===== src/rtl/id_exe_reg_pkg.sv =====
// Shared width/id defines and the update-priority helper for the ID/EX pipeline register.
// Define ID_EXE_PERF_EN at build time to enable the bubble/flush performance counters.
`ifndef ID_EXE_REG_DEFINES
`define ID_EXE_REG_DEFINES
`define GPR_WIDTH      32
`define SYS_ADDR_SPACE 32
`define GPR_ADDR_SPACE 5
`define IMM_WIDTH      32
`define INST_ID_LEN    8
`define INST_ID_NOP    0
`endif

package id_exe_reg_pkg;

    typedef enum logic [1:0] {
        UpdCapture,
        UpdBubble,
        UpdHold,
        UpdFlush
    } upd_e;

    // Flush beats stall, stall beats a load-use bubble.
    function automatic upd_e upd_sel(input logic flush, input logic stall, input logic load_use);
        if (flush) begin
            return UpdFlush;
        end else if (stall) begin
            return UpdHold;
        end else if (load_use) begin
            return UpdBubble;
        end
        return UpdCapture;
    endfunction

endpackage


===== src/rtl/id_exe_reg_hazard_detect.sv =====
// Combinational load-use hazard compare between a decode-side consumer and a registered load.
// Kept separate so execute-side forwarding logic can reuse it.
module id_exe_reg_hazard_detect #(
    parameter int unsigned RW = `GPR_ADDR_SPACE
) (
    input  logic          valid_i,
    input  logic          rs1_re_i,
    input  logic [RW-1:0] rs1_addr_i,
    input  logic          rs2_re_i,
    input  logic [RW-1:0] rs2_addr_i,
    input  logic          ex_valid_i,
    input  logic          ex_mem_re_i,
    input  logic          ex_rd_we_i,
    input  logic [RW-1:0] ex_rd_addr_i,
    output logic          load_use_o
);

    logic ex_load;
    logic src_match;

    always_comb begin
        ex_load    = ex_valid_i & ex_mem_re_i & ex_rd_we_i & (ex_rd_addr_i != '0);
        src_match  = (rs1_re_i & (rs1_addr_i == ex_rd_addr_i)) |
                     (rs2_re_i & (rs2_addr_i == ex_rd_addr_i));
        load_use_o = valid_i & ex_load & src_match;
    end

endmodule


===== src/rtl/id_exe_reg.sv =====
// ID/EX pipeline register with load-use bubble insertion, back-pressure hold and flush.
// Optional perf counters are built when ID_EXE_PERF_EN is defined.
module id_exe_reg
    import id_exe_reg_pkg::*;
#(
    parameter int unsigned XLEN = `GPR_WIDTH,
    parameter int unsigned AW   = `SYS_ADDR_SPACE,
    parameter int unsigned RW   = `GPR_ADDR_SPACE,
    parameter int unsigned IW   = `IMM_WIDTH,
    parameter int unsigned IDW  = `INST_ID_LEN
) (
    input  logic            clk_i,
    input  logic            rst_n_i,
    input  logic            valid_i,
    input  logic [AW-1:0]   pc_i,
    input  logic [RW-1:0]   rs1_addr_i,
    input  logic [RW-1:0]   rs2_addr_i,
    input  logic            rs1_re_i,
    input  logic            rs2_re_i,
    input  logic [XLEN-1:0] rs1_val_i,
    input  logic [XLEN-1:0] rs2_val_i,
    input  logic [RW-1:0]   rd_addr_i,
    input  logic            rd_we_i,
    input  logic            mem_re_i,
    input  logic            mem_we_i,
    input  logic [IDW-1:0]  instr_id_i,
    input  logic [IW-1:0]   imm_i,
    input  logic            stall_i,
    input  logic            flush_i,
    output logic            valid_o,
    output logic [AW-1:0]   pc_o,
    output logic [RW-1:0]   rs1_addr_o,
    output logic [RW-1:0]   rs2_addr_o,
    output logic            rs1_re_o,
    output logic            rs2_re_o,
    output logic [XLEN-1:0] rs1_val_o,
    output logic [XLEN-1:0] rs2_val_o,
    output logic [RW-1:0]   rd_addr_o,
    output logic            rd_we_o,
    output logic            mem_re_o,
    output logic            mem_we_o,
    output logic [IDW-1:0]  instr_id_o,
    output logic [IW-1:0]   imm_o,
    output logic            hold_o,
    output logic            load_use_o,
    output logic [31:0]     bubble_cnt_o,
    output logic [31:0]     flush_cnt_o
);

    logic            valid_q, valid_d;
    logic [AW-1:0]   pc_q, pc_d;
    logic [RW-1:0]   rs1_addr_q, rs1_addr_d, rs2_addr_q, rs2_addr_d, rd_addr_q, rd_addr_d;
    logic            rs1_re_q, rs1_re_d, rs2_re_q, rs2_re_d;
    logic [XLEN-1:0] rs1_val_q, rs1_val_d, rs2_val_q, rs2_val_d;
    logic            rd_we_q, rd_we_d, mem_re_q, mem_re_d, mem_we_q, mem_we_d;
    logic [IDW-1:0]  instr_id_q, instr_id_d;
    logic [IW-1:0]   imm_q, imm_d;
    logic            load_use;
    upd_e            upd;

    id_exe_reg_hazard_detect #(
        .RW (RW)
    ) u_hazard_detect (
        .valid_i      (valid_i),
        .rs1_re_i     (rs1_re_i),
        .rs1_addr_i   (rs1_addr_i),
        .rs2_re_i     (rs2_re_i),
        .rs2_addr_i   (rs2_addr_i),
        .ex_valid_i   (valid_q),
        .ex_mem_re_i  (mem_re_q),
        .ex_rd_we_i   (rd_we_q),
        .ex_rd_addr_i (rd_addr_q),
        .load_use_o   (load_use)
    );

    assign upd        = upd_sel(flush_i, stall_i, load_use);
    assign load_use_o = load_use;
    assign hold_o     = stall_i | (load_use & ~flush_i);

    always_comb begin
        valid_d    = valid_q;
        pc_d       = pc_q;
        rs1_addr_d = rs1_addr_q;
        rs2_addr_d = rs2_addr_q;
        rs1_re_d   = rs1_re_q;
        rs2_re_d   = rs2_re_q;
        rs1_val_d  = rs1_val_q;
        rs2_val_d  = rs2_val_q;
        rd_addr_d  = rd_addr_q;
        rd_we_d    = rd_we_q;
        mem_re_d   = mem_re_q;
        mem_we_d   = mem_we_q;
        instr_id_d = instr_id_q;
        imm_d      = imm_q;
        unique case (upd)
            UpdFlush: begin
                valid_d  = 1'b0;
                rd_we_d  = 1'b0;
                mem_re_d = 1'b0;
                mem_we_d = 1'b0;
            end
            UpdHold: ;
            UpdBubble: begin
                valid_d    = 1'b0;
                rd_we_d    = 1'b0;
                mem_re_d   = 1'b0;
                mem_we_d   = 1'b0;
                instr_id_d = IDW'(`INST_ID_NOP);
            end
            UpdCapture: begin
                valid_d    = valid_i;
                pc_d       = pc_i;
                rs1_addr_d = rs1_addr_i;
                rs2_addr_d = rs2_addr_i;
                rs1_re_d   = rs1_re_i;
                rs2_re_d   = rs2_re_i;
                rs1_val_d  = rs1_val_i;
                rs2_val_d  = rs2_val_i;
                rd_addr_d  = rd_addr_i;
                // Enables never leave this stage without a valid bundle.
                rd_we_d    = rd_we_i & valid_i;
                mem_re_d   = mem_re_i & valid_i;
                mem_we_d   = mem_we_i & valid_i;
                instr_id_d = instr_id_i;
                imm_d      = imm_i;
            end
            default: ;
        endcase
    end

    always_ff @(posedge clk_i or negedge rst_n_i) begin
        if (!rst_n_i) begin
            valid_q    <= 1'b0;
            pc_q       <= '0;
            rs1_addr_q <= '0;
            rs2_addr_q <= '0;
            rs1_re_q   <= 1'b0;
            rs2_re_q   <= 1'b0;
            rs1_val_q  <= '0;
            rs2_val_q  <= '0;
            rd_addr_q  <= '0;
            rd_we_q    <= 1'b0;
            mem_re_q   <= 1'b0;
            mem_we_q   <= 1'b0;
            instr_id_q <= '0;
            imm_q      <= '0;
        end else begin
            valid_q    <= valid_d;
            pc_q       <= pc_d;
            rs1_addr_q <= rs1_addr_d;
            rs2_addr_q <= rs2_addr_d;
            rs1_re_q   <= rs1_re_d;
            rs2_re_q   <= rs2_re_d;
            rs1_val_q  <= rs1_val_d;
            rs2_val_q  <= rs2_val_d;
            rd_addr_q  <= rd_addr_d;
            rd_we_q    <= rd_we_d;
            mem_re_q   <= mem_re_d;
            mem_we_q   <= mem_we_d;
            instr_id_q <= instr_id_d;
            imm_q      <= imm_d;
        end
    end

    assign valid_o    = valid_q;
    assign pc_o       = pc_q;
    assign rs1_addr_o = rs1_addr_q;
    assign rs2_addr_o = rs2_addr_q;
    assign rs1_re_o   = rs1_re_q;
    assign rs2_re_o   = rs2_re_q;
    assign rs1_val_o  = rs1_val_q;
    assign rs2_val_o  = rs2_val_q;
    assign rd_addr_o  = rd_addr_q;
    assign rd_we_o    = rd_we_q;
    assign mem_re_o   = mem_re_q;
    assign mem_we_o   = mem_we_q;
    assign instr_id_o = instr_id_q;
    assign imm_o      = imm_q;

`ifdef ID_EXE_PERF_EN
    logic [31:0] bubble_cnt_q, flush_cnt_q;

    always_ff @(posedge clk_i or negedge rst_n_i) begin
        if (!rst_n_i) begin
            bubble_cnt_q <= '0;
            flush_cnt_q  <= '0;
        end else begin
            if (upd == UpdBubble) begin
                bubble_cnt_q <= bubble_cnt_q + 32'd1;
            end
            if (flush_i && (valid_q || valid_i)) begin
                flush_cnt_q <= flush_cnt_q + 32'd1;
            end
        end
    end

    assign bubble_cnt_o = bubble_cnt_q;
    assign flush_cnt_o  = flush_cnt_q;
`else
    assign bubble_cnt_o = '0;
    assign flush_cnt_o  = '0;
`endif

endmodule


===== config.mk =====
export PLATFORM = sky130hd
export DESIGN_NAME = id_exe_reg
export DESIGN_NICKNAME = d
export VERILOG_FILES = /design/src/rtl/id_exe_reg_pkg.sv /design/src/rtl/id_exe_reg_hazard_detect.sv /design/src/rtl/id_exe_reg.sv
export SDC_FILE = /design/constraint.sdc
export NUM_CORES = 1
export LEC_CHECK = 0
export CAP_MARGIN = 20
export CORE_AREA = 2 2 148 150
export DETAILED_ROUTE_END_ITERATION = 6
export DIE_AREA = 0 0 150 152
export PLACE_DENSITY = 0.72
export REMOVE_ABC_BUFFERS = 1
export SYNTH_ARGS = -nofsm -noshare
export SYNTH_HDL_FRONTEND = slang
export SYNTH_SLANG_ARGS = --single-unit

===== constraint.sdc =====
create_clock -name clk_i -period 1.8 [get_ports clk_i]
set_input_delay 0.36 -clock clk_i [delete_from_list [all_inputs] [get_ports clk_i]]
set_output_delay 0.36 -clock clk_i [all_outputs]
set_load 0.005 [all_outputs]

==> results.py <==
metrics = {
    "yosys": {
        "yosys-top-cells-area": "dfrtp_1, mux2_4, buf_4, mux2_2, buf_6",
        "postSynth.asyncResetShare_pct": 100,
        "ys_seq_area_share_pct": 56.8,
        "synthFlopType": "dfrtp_1",
        "synth_seq_cells": 157,
        "ys.warnings.count": 0,
        "netlist_area_sq_um": 6910,
        "synth.avg_cell_area_sq_um": 15.6,
        "synth.distinct_cells": 23,
        "syn_inst": 444,
        "yosys.area.top_type": "dfrtp_1",
        "yosys.area.top_type_share_pct": 56.8,
        "synth_edf_count": 0,
    },
    "power": {
        "p_switching_mw": 2.65,
        "vdd_drop_max_mv": 0.576,
        "swShare_pct": 23.8,
        "pwr-share-comb_pct": 26.1,
        "p_seq_share_pct": 39.1,
        "intPower_mw": 8.50,
        "power.leakage_nw": 5.64,
        "clkPwrFrac_pct": 34.8,
        "power_density_nw_per_um2": 929,
    },
    "timing": {
        "min_period_ns": 2.38,
        "skew_ns": 0.0109,
        "fmax_mhz": 420,
        "worst_slack_ns": -0.583,
        "report.final.slew_viol_count": 0,
        "setup_tns_ns": -72.18,
        "rsz0062_at_grt": "yes",
        "tightestPinTransition_ns": 0.513,
        "hold_viol": 0,
        "period_share_pct": 132,
        "max-slew-margin-rel_pct": 65.8,
        "setup_viol": 151,
    },
    "global_routing": {
        "grt_overflow": 0,
        "grt_first_pass_wirelength_um": 30200,
        "grt_usage_pct": 17.0,
        "grt_pass1_vias": 5190,
        "antenna_found_initial": 0,
        "grt_max_degree": 47,
    },
    "floorplan": {
        "die_w_um": 150,
        "start_util_pct": 32.4,
        "die_y_um": 152,
        "num_rows": 54,
        "core_sq_um": 21400,
        "die_area_sq_um": 22800,
        "ios": 384,
    },
    "layout": {
        "fillers": 1749,
        "finalNetCount": 1006,
        "layout_common_cells": "clkdlybuf4s50_1, dfrtp_1, mux2_4, conb_1, buf_4",
        "drive_gt1_share_pct": 31.9,
        "antenna_cells": 0,
        "regArea_sq_um": 3930,
        "layout.cells.most_common": "clkdlybuf4s50_1",
        "multi_input_area_sq_um": 2800,
        "syn_to_final_growth_pct": 73.5,
        "fin_area_sq_um": 12000,
    },
    "drt": {
        "drt_iter0_markers": 153,
        "drcViolationCount": 0,
        "wl_per_cell_um": 17.2,
        "postRouteWirelength_um": 19600,
        "antenna_left": 0,
        "viasPerCell": 4.24,
        "dr.pass1.iters": 4,
        "vias": 4819,
    },
    "worst_setup_path": {
        "r2r_start": "rd_addr_o[2]",
        "critPathMaxStageDelay_ns": 0.44,
        "cp.arrival_ns": 2.02,
        "rrSetupSlack_ns": -0.55,
        "cp_top_family": "flip-flops",
        "cp-startpoint": "rd_addr_o[2]",
        "crit_chain": "xor2_1, nor4_2, a32oi_2, buf_4, o31ai_2, buf_2",
        "crit_fanout": 4,
        "slowest_stage": "dfrtp_2",
        "worst_setup_path_end_kind": "output pin",
        "worst-setup-path-type": "reg2out",
        "cp-start-kind": "flip-flop",
        "required_ns": 1.44,
        "cp.buffers_inverters": 2,
    },
    "placed_design": {
        "gp_congestion": 0.829,
        "dpl_cell_area_sq_um": 10600,
        "dpl.hpwl_um": 13500,
        "pre_cts_slack_ns": -0.849,
        "numPortBuffers": 319,
    },
    "job": {
        "drv_cap": 0,
    },
    "clock_network": {
        "clk_pin_slew_ns": 0.07,
        "cts_tree": "done",
        "root_buffer": "clkbuf_16",
        "cts.path.max_buffers": 2,
        "clock-sinks": 157,
        "insertion_delay_ns": 0.41,
        "cts-htree-levels": 4,
        "cts_buffers": 17,
    },
    "status": {
        "violations": "negative setup slack",
        "status": "finished, violations left",
    },
    "min_path": {
        "holdCritPathClass": "in2async",
    },
}
cell type report:
cell class | count | share of cell area, %
Tap cell | 280 | 2.92
Clock inverter | 12 | 1.55
Inverter | 2 | 0.0626
Multi-Input combinational cell | 267 | 23.3
Sequential cell | 157 | 32.8
Clock buffer | 19 | 3.69
Timing Repair Buffer | 400 | 35.6
kinds of logic after synthesis:
group                     count (synthesis)  share of synthesized area [%]
muxes                                   145                           29.0
other                                     1                         0.0542
DFF                                     157                           56.8
and+or+nand+nor                          32                           2.01
AOI/OAI and AO/OA                        16                           1.36
buffers and inverters                    83                           9.45
xor gates and xnor gates                 10                           1.27
flip-flops by register name (all words and copies together) (netlist names), 5 cells and up:
| signal | cells |
|---|---|
| rs2_val_o | 32 |
| instr_id_o | 8 |
| rs1_addr_o | 5 |
| rs1_val_o | 32 |
| rs2_addr_o | 5 |
| pc_o | 32 |
| rd_addr_o | 5 |
| imm_o | 32 |
cells in the mapped netlist (2+ instances only):
master / instances
mux2_1: 6
nor2_1: 3
dfrtp_1: 157
o21ai_0: 12
buf_6: 13
nor4_1: 2
xor2_1: 8
buf_4: 64
o21ai_2: 2
nand2_1: 23
xnor2_1: 2
mux2_4: 100
buf_2: 3
inv_1: 2
mux2_2: 39
routing by layer:
| layer | GRT usage [%] | vias to the layer above | routed length, um |
|---|---|---|---|
| li1 | - | 2197 | - |
| met1 | 20.4 | 2406 | 7770 |
| met2 | 30.3 | 200 | 10400 |
| met3 | 4.23 | 16 | 1130 |
| met4 | 4.40 | 0 | 282 |
| met5 | 0 | - | 0 |
power by group through the flow:
stage / combinational, mW / sequential [mW] / clock, mW
after floorplan: 0.908 / 4.41 / 0
after global placement: 2.62 / 4.37 / 0
after detailed placement: 2.64 / 4.39 / 0
after CTS: 2.93 / 4.35 / 3.96
after global routing: 3.09 / 4.42 / 4.14
final: 2.91 / 4.36 / 3.88
worst paths after layout:
path,end,depth (start not counted)
min reg2reg,instr_id_o[1],2
max,hold_o,6
max reg2reg,pc_o[31],10
min,rs1_val_o[20],2
max in group asynchronous,rs1_val_o[26],3
min in group clk_i,instr_id_o[1],2
what timing repair did:
action	CTS	global route
resized for setup	117	36
setup buffers	22	10
gates cloned	7	0
endpoints found under the setup margin	159	160
pin swaps	8	8
hold endpoints to repair	41	0
hold buffers	1	0
stage by stage:
step	instances	hold WS, ns	power (mW)	utilization, %
after CTS	1137	0.481	11.2	56.1
final	1137	0.471	11.1	56.2
after global placement	1077	0.355	7.00	49.6
after detailed placement	1077	0.356	7.04	49.6
after global routing	1137	0.492	11.7	56.2
after floorplan	426	0.0644	5.32	-
worst reg2reg max path: stages (launching register included):
cell	delay, ns
dfrtp_2	0.44
xor2_1	0.18
nor4_2	0.34
a32oi_2	0.11
buf_4	0.18
o21ai_4	0.14
buf_12	0.16
buf_16	0.15
buf_6	0.13
buf_6	0.11
mux2_4	0.30
Power figures use the tool's default switching activity.
